**config.mk**
```make
export PLATFORM = sky130hd
export DESIGN_NAME = out_capture_buffer
export DESIGN_NICKNAME = d
export VERILOG_FILES = /design/src/rtl/out_capture_buffer.sv
export SDC_FILE = /design/constraint.sdc
export NUM_CORES = 1
export LEC_CHECK = 0
export ABC_AREA = 0
export BUFFER_PORTS_ARGS = -buffer_cell sky130_fd_sc_hd__clkbuf_2
export CAP_MARGIN = 20
export CORE_MARGIN = 2
export CORE_UTILIZATION = 51
export CTS_BUF_LIST = sky130_fd_sc_hd__clkbuf_16
export DETAILED_ROUTE_END_ITERATION = 12
export GPL_ROUTABILITY_DRIVEN = 0
export GPL_TIMING_DRIVEN = 0
export HOLD_SLACK_MARGIN = 0.06
export PLACE_DENSITY = 0.79
export SYNTH_ARGS = -nofsm -noshare
export SYNTH_HDL_FRONTEND = slang
export SYNTH_SLANG_ARGS = --single-unit
```
**constraint.sdc**
```tcl
create_clock -name clock -period 13.3 [get_ports clock]
set_input_delay 0.665 -clock clock [delete_from_list [all_inputs] [get_ports clock]]
set_output_delay 0.665 -clock clock [all_outputs]
set_load 0.01 [all_outputs]
```
**src/rtl/out_capture_buffer.sv**
```systemverilog
// out_capture_buffer
//   Captures (inFlag, inData) samples from CHANNELS producers into a DEPTH-entry show-ahead FIFO.
//   Each sample is tagged with its channel index, and the FIFO drains over a valid/ready port.
//   Once armed, it waits START_DELAY cycles and then raises startIO to enable the CPU I/O.
//   The run ends after `target` samples have been accepted and the FIFO has drained.
//
// Ports
//   clock       in   rising-edge system clock
//   reset       in   asynchronous active-low reset
//   arm         in   start a run (honoured in IDLE/DONE only), latches target
//   target      in   samples to accept per run
//   inFlag      in   per-channel sample valid
//   inData      in   channel c at [c*WIDTH +: WIDTH]
//   startIO     out  enable to CPU I/O, high while capturing
//   outValid    out  FIFO head valid
//   outReady    in   consumer accepts head
//   outData     out  FIFO head data (holds last value when outValid=0)
//   outChannel  out  FIFO head channel index (holds last value when outValid=0)
//   captured    out  samples accepted this run
//   dropped     out  samples lost to collision or full FIFO, saturating
//   overflow    out  sticky: any sample dropped this run
//   busy        out  run in progress (DELAY/CAPTURE/DRAIN)
//   done        out  run complete and FIFO drained
module out_capture_buffer #(
    parameter int unsigned WIDTH       = 24,
    parameter int unsigned CHANNELS    = 2,
    parameter int unsigned DEPTH       = 16,
    parameter int unsigned COUNTWIDTH  = 16,
    parameter int unsigned START_DELAY = 10,
    localparam int unsigned CHW = (CHANNELS > 1) ? $clog2(CHANNELS) : 1
) (
    input  logic                      clock,
    input  logic                      reset,
    input  logic                      arm,
    input  logic [COUNTWIDTH-1:0]     target,
    input  logic [CHANNELS-1:0]       inFlag,
    input  logic [CHANNELS*WIDTH-1:0] inData,
    output logic                      startIO,
    output logic                      outValid,
    input  logic                      outReady,
    output logic [WIDTH-1:0]          outData,
    output logic [CHW-1:0]            outChannel,
    output logic [COUNTWIDTH-1:0]     captured,
    output logic [COUNTWIDTH-1:0]     dropped,
    output logic                      overflow,
    output logic                      busy,
    output logic                      done
);

    localparam int unsigned PW = $clog2(DEPTH);
    localparam int unsigned DW = (START_DELAY > 1) ? $clog2(START_DELAY) : 1;
    localparam logic [DW-1:0] DelayLast = DW'(START_DELAY - 1);
    localparam logic [PW:0] CountFull = (PW + 1)'(DEPTH);
    localparam logic [COUNTWIDTH:0] DropOne = (COUNTWIDTH + 1)'(1);

    typedef enum logic [2:0] {StIdle, StDelay, StCapture, StDrain, StDone} state_e;

    state_e                  state_q, state_d;
    logic [DW-1:0]           delay_q, delay_d;
    logic [COUNTWIDTH-1:0]   target_q, target_d;
    logic [COUNTWIDTH-1:0]   captured_q, captured_d;
    logic [COUNTWIDTH-1:0]   dropped_q, dropped_d;
    logic                    overflow_q, overflow_d;

    logic [WIDTH-1:0]        mem_data [DEPTH];
    logic [CHW-1:0]          mem_chan [DEPTH];
    logic [PW-1:0]           rd_ptr_q, rd_ptr_d;
    logic [PW-1:0]           wr_ptr_q, wr_ptr_d;
    logic [PW:0]             count_q, count_d;
    logic [WIDTH-1:0]        head_data_q, head_data_d;
    logic [CHW-1:0]          head_chan_q, head_chan_d;

    logic                    any_flag;
    logic [CHW-1:0]          win_idx;
    logic [WIDTH-1:0]        win_data;
    logic [COUNTWIDTH:0]     loser_cnt;
    logic [COUNTWIDTH:0]     drop_inc;
    logic [COUNTWIDTH:0]     drop_sum;
    logic                    push, pop, full;

    // Lowest-index asserted channel wins. Scanning downwards, every flag found after
    // the first one means the previously found (higher) channel lost.
    always_comb begin
        any_flag  = 1'b0;
        win_idx   = '0;
        win_data  = '0;
        loser_cnt = '0;
        for (int c = int'(CHANNELS) - 1; c >= 0; c--) begin
            if (inFlag[c]) begin
                if (any_flag) begin
                    loser_cnt = loser_cnt + DropOne;
                end
                any_flag = 1'b1;
                win_idx  = CHW'(c);
                win_data = inData[c*WIDTH +: WIDTH];
            end
        end
    end

    assign full = (count_q == CountFull);
    assign pop  = (count_q != '0) && outReady && (state_q != StIdle);

    always_comb begin
        state_d    = state_q;
        delay_d    = delay_q;
        target_d   = target_q;
        captured_d = captured_q;
        dropped_d  = dropped_q;
        overflow_d = overflow_q;
        push       = 1'b0;
        drop_inc   = '0;
        drop_sum   = '0;

        unique case (state_q)
            StIdle, StDone: begin
                if (arm) begin
                    state_d    = StDelay;
                    delay_d    = '0;
                    target_d   = target;
                    captured_d = '0;
                    dropped_d  = '0;
                    overflow_d = 1'b0;
                end
            end
            StDelay: begin
                if (delay_q == DelayLast) begin
                    // A zero target skips capture entirely, so startIO never pulses.
                    state_d = (target_q == '0) ? StDrain : StCapture;
                end else begin
                    delay_d = delay_q + DW'(1);
                end
            end
            StCapture: begin
                if (captured_q == target_q) begin
                    state_d = StDrain;
                end else begin
                    drop_inc = loser_cnt;
                    if (any_flag) begin
                        // A full FIFO still takes the push if the head leaves this cycle.
                        if (!full || pop) begin
                            push       = 1'b1;
                            captured_d = captured_q + COUNTWIDTH'(1);
                            if (captured_d == target_q) begin
                                state_d = StDrain;
                            end
                        end else begin
                            drop_inc = drop_inc + DropOne;
                        end
                    end
                end
            end
            StDrain: begin
                if (count_q == '0) begin
                    state_d = StDone;
                end
            end
            default: state_d = StIdle;
        endcase

        if (drop_inc != '0) begin
            drop_sum   = {1'b0, dropped_q} + drop_inc;
            dropped_d  = drop_sum[COUNTWIDTH] ? '1 : drop_sum[COUNTWIDTH-1:0];
            overflow_d = 1'b1;
        end
    end

    // FIFO pointers, occupancy and the registered head.
    always_comb begin
        rd_ptr_d    = pop ? rd_ptr_q + PW'(1) : rd_ptr_q;
        wr_ptr_d    = push ? wr_ptr_q + PW'(1) : wr_ptr_q;
        count_d     = count_q;
        head_data_d = head_data_q;
        head_chan_d = head_chan_q;

        if (push && !pop) begin
            count_d = count_q + (PW + 1)'(1);
        end else if (pop && !push) begin
            count_d = count_q - (PW + 1)'(1);
        end

        // The new head may be the entry being written this cycle (push into empty,
        // or push+pop with a single entry), which is not yet in memory.
        if (count_d != '0) begin
            if (push && (rd_ptr_d == wr_ptr_q)) begin
                head_data_d = win_data;
                head_chan_d = win_idx;
            end else begin
                head_data_d = mem_data[rd_ptr_d];
                head_chan_d = mem_chan[rd_ptr_d];
            end
        end
    end

    always_ff @(posedge clock) begin
        if (push) begin
            mem_data[wr_ptr_q] <= win_data;
            mem_chan[wr_ptr_q] <= win_idx;
        end
    end

    always_ff @(posedge clock or negedge reset) begin
        if (!reset) begin
            state_q     <= StIdle;
            delay_q     <= '0;
            target_q    <= '0;
            captured_q  <= '0;
            dropped_q   <= '0;
            overflow_q  <= 1'b0;
            rd_ptr_q    <= '0;
            wr_ptr_q    <= '0;
            count_q     <= '0;
            head_data_q <= '0;
            head_chan_q <= '0;
        end else begin
            state_q     <= state_d;
            delay_q     <= delay_d;
            target_q    <= target_d;
            captured_q  <= captured_d;
            dropped_q   <= dropped_d;
            overflow_q  <= overflow_d;
            rd_ptr_q    <= rd_ptr_d;
            wr_ptr_q    <= wr_ptr_d;
            count_q     <= count_d;
            head_data_q <= head_data_d;
            head_chan_q <= head_chan_d;
        end
    end

    assign startIO    = (state_q == StCapture);
    assign outValid   = (count_q != '0);
    assign outData    = head_data_q;
    assign outChannel = head_chan_q;
    assign captured   = captured_q;
    assign dropped    = dropped_q;
    assign overflow   = overflow_q;
    assign busy       = (state_q == StDelay) || (state_q == StCapture) || (state_q == StDrain);
    assign done       = (state_q == StDone);

endmodule
```
==> results.md, run 1 <==
- Root buffer cell: clkbuf_16
- Crit path capture type: flop
- Yosys warning count: 0
- Register area: between 0.01 and 0.015 mm²
- Sequential Power Share: 0.328
- DRC: 0
- Syn Nets: around 1,700
- Status: completed
- Crit start category: flop
- Placed cells: between 2,000 and 2,500
- WP data arrival: 5000 ps
- Worst-Margin Slew: about 1100 ps
- Max Clk Rate: around 220 MHz
- Routed WL per cell: around 26 µm
- R2r startpoint: count_q[0]$_DFF_PN0_
- Buffer depth of the longest clock path: 3
- Post-synth top area cell: edfxtp_1
- Multiplexer share of the synthesized area: 0.157
- I/O pin count: 132
- Dominant synthesized flop cell: edfxtp_1
- DR vias/cell: between 6 and 7
- DIE AREA: roughly 0.047 mm²
- Total gr overflow: 0
- Share of layout cells above drive strength 1: 0.248
- Final hold vios: 0
- Final slew viol count: 0
- Final Non-Filler Cells: 2,411
- Final setup skew: 28.0 ps
- Number of max-cap violations: 0
- Latest clock arrival within the worst-skew pair: 600 ps
- Async S/R FF share, synth: 0.190
- Initial antenna violation count: 1
- Hold Path Class: primary input to asynchronous set/reset pin
- Flop2flop setup slack: 8810 ps
- Final core utilization: 0.591
- First-pass GRT wire length: between 90 and 100 mm
- Synth Area in XOR/XNOR: 0.0205
- ANT nets after route: 0
- Post-Syn Area: between 0.02 and 0.025 mm²
- Pin count of the biggest net entering global routing: a little under 60
- Dpl hpwl: around 41 mm
- Largest cells by area after synthesis: edfxtp_1 (52%), mux4_2 (11%), dfrtp_1 (10%), mux2i_1 (3.4%), nand2_1 (3.3%)
- TritonCTS Buffers: 50
- Adder-cell share of the synthesized area: 0.00839
- P_sw: 2320 µW
- Vias in the first global route: approximately 16,000
- R2R cell count: 12
- Drt initial violations: 1,832
- Relative slew slack: 0.280
- Die height: ~220 µm
- Largest family of logic cells by synthesized area: multiplexers
- Pre-antenna DRT Iters: 6
- Htree depth: 2
- Data required, critical path: 13,810 ps
- Layout Nets: between 1,500 and 2,000
- Peak VDD IR: 0.121 mV
- Post-CTS resize count: 0
- Synthesized instance count: around 1,600
- RSZ-0062 raised after global routing: false
- Final setup viols: 0
- Synth Area in Simple Gates: 0.0867
- Power per Cell Area: roughly 230 mW/mm²
- CTS tree: yes
- Ant. Diodes: 0
- Yosys reg bits: between 400 and 500
- Post-layout total power: 6020 µW
- Fin crit period: ~4500 ps
- Site Rows: 77
- Post-synthesis compound-gate area fraction: 0.0738
- Count leader, synth: edfxtp_1
- CTS Sinks: 494
- Initial Utilization: 0.518
- EDFF count, synth: 400
- Clk pwr share: 0.229
- CTS Hold Bufs: 0
- Leak Pwr: 0.00952 µW
- Crit share post-route: 0.338
- Syn Area/Cell: approximately 15 µm²
- Area growth syn-to-layout: 14.1%
- Die width: 216 µm
- Yosys top cell area share: 0.523
- Setup slack after layout: between 8000 and 9000 ps
- Final TNS setup: 0 ps
- Switching Share: 0.386
- Port bufs: 131
- Combinational power share: 0.442
- Global Route Usage Sum: 0.267
- Pint: 3700 µW
- Pre-CTS WS: between 8000 and 9000 ps
- Postcts setup bufs: 0
- Max FO, Critical Path: 10
- DR vias: ~15,000
- Reg clk slew, reported paths: 70 ps
- Routed WL: roughly 62 mm
- Synth cell count leaders: edfxtp_1 (400), nand2_1 (203), mux4_2 (116), dfrtp_1 (94), a21oi_1 (93)
- Area of the core: 0.0443 mm²
- Area taken by multi-input logic gates: 0.00800 mm²
- Unique masters post-synth: 77
- Fill count: 3,349
- Register area share after synthesis: 0.625
- Critical setup path kind: flop to flop
- Worst r2r dst: outData[8]$_DFFE_PN0P_
[cell usage in the layout, fill, tap and decap left out, types with 12 or more instances in the layout]
cell,n
buf_1,18
buf_2,26
nand2_1,203
clkbuf_16,51
inv_1,44
edfxtp_1,400
nand3_1,38
clkbuf_1,50
nor2_1,40
clkbuf_2,133
mux2_2,18
clkinv_1,12
dfrtp_1,94
ha_1,13
xnor2_1,25
o21ai_0,39
a22o_1,23
buf_4,20
a21oi_1,93
mux2i_1,79
xor2_1,17
o22ai_1,19
mux4_2,116
nor3_1,47
[state kept, by name (all words and copies together) (netlist names)]
signal and cells:
delay_q 4, count_q 5, mem_chan 16, mem_data 384
rd_ptr_q 4, outData 24, captured 16, outChannel 1
overflow 1, target_q 16, dropped 16, state_q 3
wr_ptr_q 4
[critical path: stages (launching register included)]
cell and delay (ps):
dfrtp_1 440, inv_1 170, ha_1 220, nor4b_4 530, nor3_1 220, xnor2_2 500
inv_2 260, xnor2_1 200, nand2_1 80, nor4_2 690, clkbuf_1 710, a21oi_1 230
mux2i_1 160
[stage by stage]
stage	hold slack [ps]	cell area, µm²
global route	180	26200
CTS	142	26200
floorplan	369	23000
finish	132	26200
detailed placement	489	24600
global placement	465	24400
[final cells by class]
cell class | count | share of cell area
buffer | 105 | 0.0188
clock buffer | 51 | 0.0487
clock inverter | 39 | 0.0119
inverter | 41 | 0.00587
multi-input combinational | 935 | 0.305
sequential | 494 | 0.548
tap | 592 | 0.0283
timing repair buffer | 154 | 0.0335
[per-layer routing]
metal / routed length (µm) / GRT usage / vias to the layer above
met2: 29100 / 0.421 / 1050
met4: 2520 / 0.115 / 2
met5: 14 / 0 / -
li1: - / - / 6528
met1: 22800 / 0.354 / 7679
met3: 7680 / 0.0705 / 187
[how the worst max path moves through the flow]
stage,from,endpoint,slack [ps],depth (start not counted)
after global routing,count_q[0]$_DFF_PN0_,outData[19]$_DFFE_PN0P_,8680,13
after global placement,outReady,mem_data[2][11]$_DFFE_PP_,4480,9
after detailed placement,inFlag[0],dropped[2]$_DFFE_PN0P_,8430,16
after floorplan,outReady,mem_chan[3]$_DFFE_PP_,8520,8
final,count_q[0]$_DFF_PN0_,outData[8]$_DFFE_PN0P_,8810,12
after CTS,count_q[0]$_DFF_PN0_,outData[19]$_DFFE_PN0P_,8970,12
[power by group through the flow]
stage | registers, µW | logic (µW) | clock network (µW)
2_1_floorplan | 2000 | 1790 | 0
3_3_place_gp | 2000 | 2500 | 0
3_5_place_dp | 2000 | 2590 | 0
4_1_cts | 1970 | 2620 | 1390
5_1_grt | 1990 | 2840 | 1450
6_report | 1980 | 2660 | 1380
[cell families after synthesis]
logic type,after synthesis
buf+inv,146
fa+ha+maj,15
mux,213
simple gates,412
flops,494
xor+xnor,47
compound gates,248
Note: power is estimated with default switching activity, not from simulation.
==> run 2, diff against run 1 <==
--- a/config.mk
+++ b/config.mk
@@ -15,7 +15,7 @@
 export GPL_ROUTABILITY_DRIVEN = 0
 export GPL_TIMING_DRIVEN = 0
 export HOLD_SLACK_MARGIN = 0.06
-export PLACE_DENSITY = 0.79
+export PLACE_DENSITY = 0.81
 export SYNTH_ARGS = -nofsm -noshare
 export SYNTH_HDL_FRONTEND = slang
 export SYNTH_SLANG_ARGS = --single-unit
==> constraint.sdc (replaced) <==
create_clock -name clock -period 3.9 [get_ports clock]
set_input_delay 0.195 -clock clock [delete_from_list [all_inputs] [get_ports clock]]
set_output_delay 0.195 -clock clock [all_outputs]
set_load 0.01 [all_outputs]
==> results.md, run 2 (synthesis results as in run 1) <==
- ANT nets after route: 0 (unchanged)
- Crit share post-route: 0.989 (+0.652)
- Ant. Diodes: 0 (unchanged)
- Power per Cell Area: 783 mW/mm² (+240%)
- DR vias/cell: 6.36 (-0.76%)
- Total gr overflow: 0 (unchanged)
- Site Rows: 77 (unchanged)
- Global Route Usage Sum: 0.271 (+0.00355)
- Hold Path Class: primary input to asynchronous set/reset pin
- Layout Nets: 1,894 (+1.6%)
- CTS Sinks: 494 (unchanged)
- Biggest register: mem_data
- Initial antenna violation count: 1 (unchanged)
- Final setup viols: 0 (unchanged)
- Area of the core: 0.0443 mm² (unchanged)
- Share of layout cells above drive strength 1: 0.257 (+0.00813)
- Routed WL: 63.3 mm (+1.9%)
- DIE AREA: 0.0467 mm² (unchanged)
- CTS tree: yes
- Drt initial violations: 2,061 (+13%)
- Max FO, Critical Path: 10 (unchanged)
- Number of max-cap violations: 0 (unchanged)
- I/O pin count: 132 (unchanged)
- TritonCTS Buffers: 50 (unchanged)
- Status: completed
- Placed cells: 2,316 (-0.17%)
- Commonest cells after routing, fill and taps aside: edfxtp_1 (400), nand2_1 (203), clkbuf_2 (141)
- Area growth syn-to-layout: 15.7%
- Pre-antenna DRT Iters: 8 (+2)
- Latest clock arrival within the worst-skew pair: 600 ps (about the same)
- WP data arrival: 4360 ps (-640 ps)
- Die width: 216 µm (unchanged)
- Buffer depth of the longest clock path: 3 (unchanged)
- Port bufs: 131 (unchanged)
- Routed WL per cell: 25.9 µm (+0.60%)
- Max reg flops: 384 (unchanged)
- Crit start category: flop
- Root buffer cell: clkbuf_16
- Pin count of the biggest net entering global routing: 95 (+61%)
- DRC: 0 (unchanged)
- Data required, critical path: 4400 ps (-9410 ps)
- Final hold vios: 0 (unchanged)
- Fin crit period: 3860 ps (-632 ps)
- Max Clk Rate: 259 MHz (+16%)
- Reg clk slew, reported paths: 70 ps (about the same)
- Die height: 216 µm (unchanged)
- Post-layout total power: 20,800 µW (+250%)
- Peak VDD IR: 0.503 mV (+320%)
- Final setup skew: 31.4 ps (+3.39 ps)
- Final slew viol count: 0 (unchanged)
- Worst-Margin Slew: 1220 ps (+136 ps)
- Leak Pwr: 0.00971 µW (+2.0%)
- Dpl hpwl: 40.5 mm (-2.0%)
- DR vias: 15,532 (+0.56%)
- Final Non-Filler Cells: 2,443 (+1.3%)
- Final TNS setup: 0 ps (unchanged)
- Vias in the first global route: 15,881 (+1.6%)
- Relative slew slack: 0.190 (-0.0904)
- Initial Utilization: 0.518 (unchanged)
- Htree depth: 2 (unchanged)
- Commonest non-fill, non-tap cell in the layout: edfxtp_1
- Critical setup path kind: flop to flop
- First-pass GRT wire length: 94.6 mm (+0.86%)
- Crit path capture type: flop
-- run 2: changes by cell type in the layout (fill, tap and decap cells not counted), moves of 3 or more --
| cell | change |
|---|---|
| clkbuf_1 | -8 |
| a2111oi_0 | -4 |
| clkinv_1 | -3 |
| buf_4 | +8 |
| inv_1 | +7 |
| clkbuf_2 | +8 |
| dlygate4sd3_1 | +20 |
-- run 2: final cells by class --
type,count,area (µm²)
Clock buffer,51,1280
Inverter,41,154
Buffer,105,508
Clock inverter,42,282
Timing Repair Buffer,183,1140
Tap cell,592,741
Fill cell,3249,17800
Multi-Input combinational cell,935,8090
Sequential cell,494,14400
-- run 2: layer usage --
| metal | up-vias | share of wire | track usage |
|---|---|---|---|
| li1 | 6590 | - | - |
| met3 | 191 | 0.13 | 0.0724 |
| met5 | - | 0.00021 | 0 |
| met1 | 7617 | 0.35 | 0.349 |
| met2 | 1132 | 0.48 | 0.440 |
| met4 | 2 | 0.040 | 0.109 |
-- run 2: timing repair --
item | CTS | global route
buffers inserted | 3 | 10
hold buffers | 20 | 0
endpoints found under the hold margin | 112 | 0
gates resized for setup | 9 | 26
pin swaps | 1 | 5
setup endpoints to repair | 26 | 81
-- run 2: final timing paths --
path	start	endpoint	slack [ps]	cells past startpoint
setup / recovery	count_q[0]$_DFF_PN0_	outData[5]$_DFFE_PN0P_	40	14
hold / removal	reset	dropped[4]$_DFFE_PN0P_	200	2
setup reg to reg	count_q[0]$_DFF_PN0_	outData[5]$_DFFE_PN0P_	40	14
hold reg to reg	overflow$_DFFE_PN0P_	overflow$_DFFE_PN0P_	490	2
max in group asynchronous	reset	outData[3]$_DFFE_PN0P_	3000	2
min in group clock	inData[46]	mem_data[4][22]$_DFFE_PP_	260	4
-- run 2: metrics by stage --
step / setup slack [ps] / instance area (µm²) / utilization / hold slack (ps)
CTS: 57.8 / 26400 / 0.595 / 246
global placement: -4320 / 24400 / 0.550 / 389
detailed placement: -503 / 24600 / 0.555 / 360
finish: 42.5 / 26600 / 0.599 / 202
floorplan: -861 / 23000 / - / -101
global route: -47.0 / 26600 / 0.599 / 282
-- run 2: worst max-delay path: stages, from the launching register on --
cell and delay, ps:
dfrtp_1 430, inv_1 140, ha_1 240, nor4b_4 140
buf_4 170, buf_4 140, nor3_1 350, xnor2_2 220
inv_2 250, buf_2 420, clkbuf_1 620, a21oi_1 140
nor3_1 250, a21oi_1 70, mux2i_1 180
-- run 2: power by group --
part	internal [µW]	total [µW]	switching [µW]
Clock	2570	4610	2040
Sequential	6350	6730	384
Combinational	3730	9440	5710
Total	12700	20800	8130
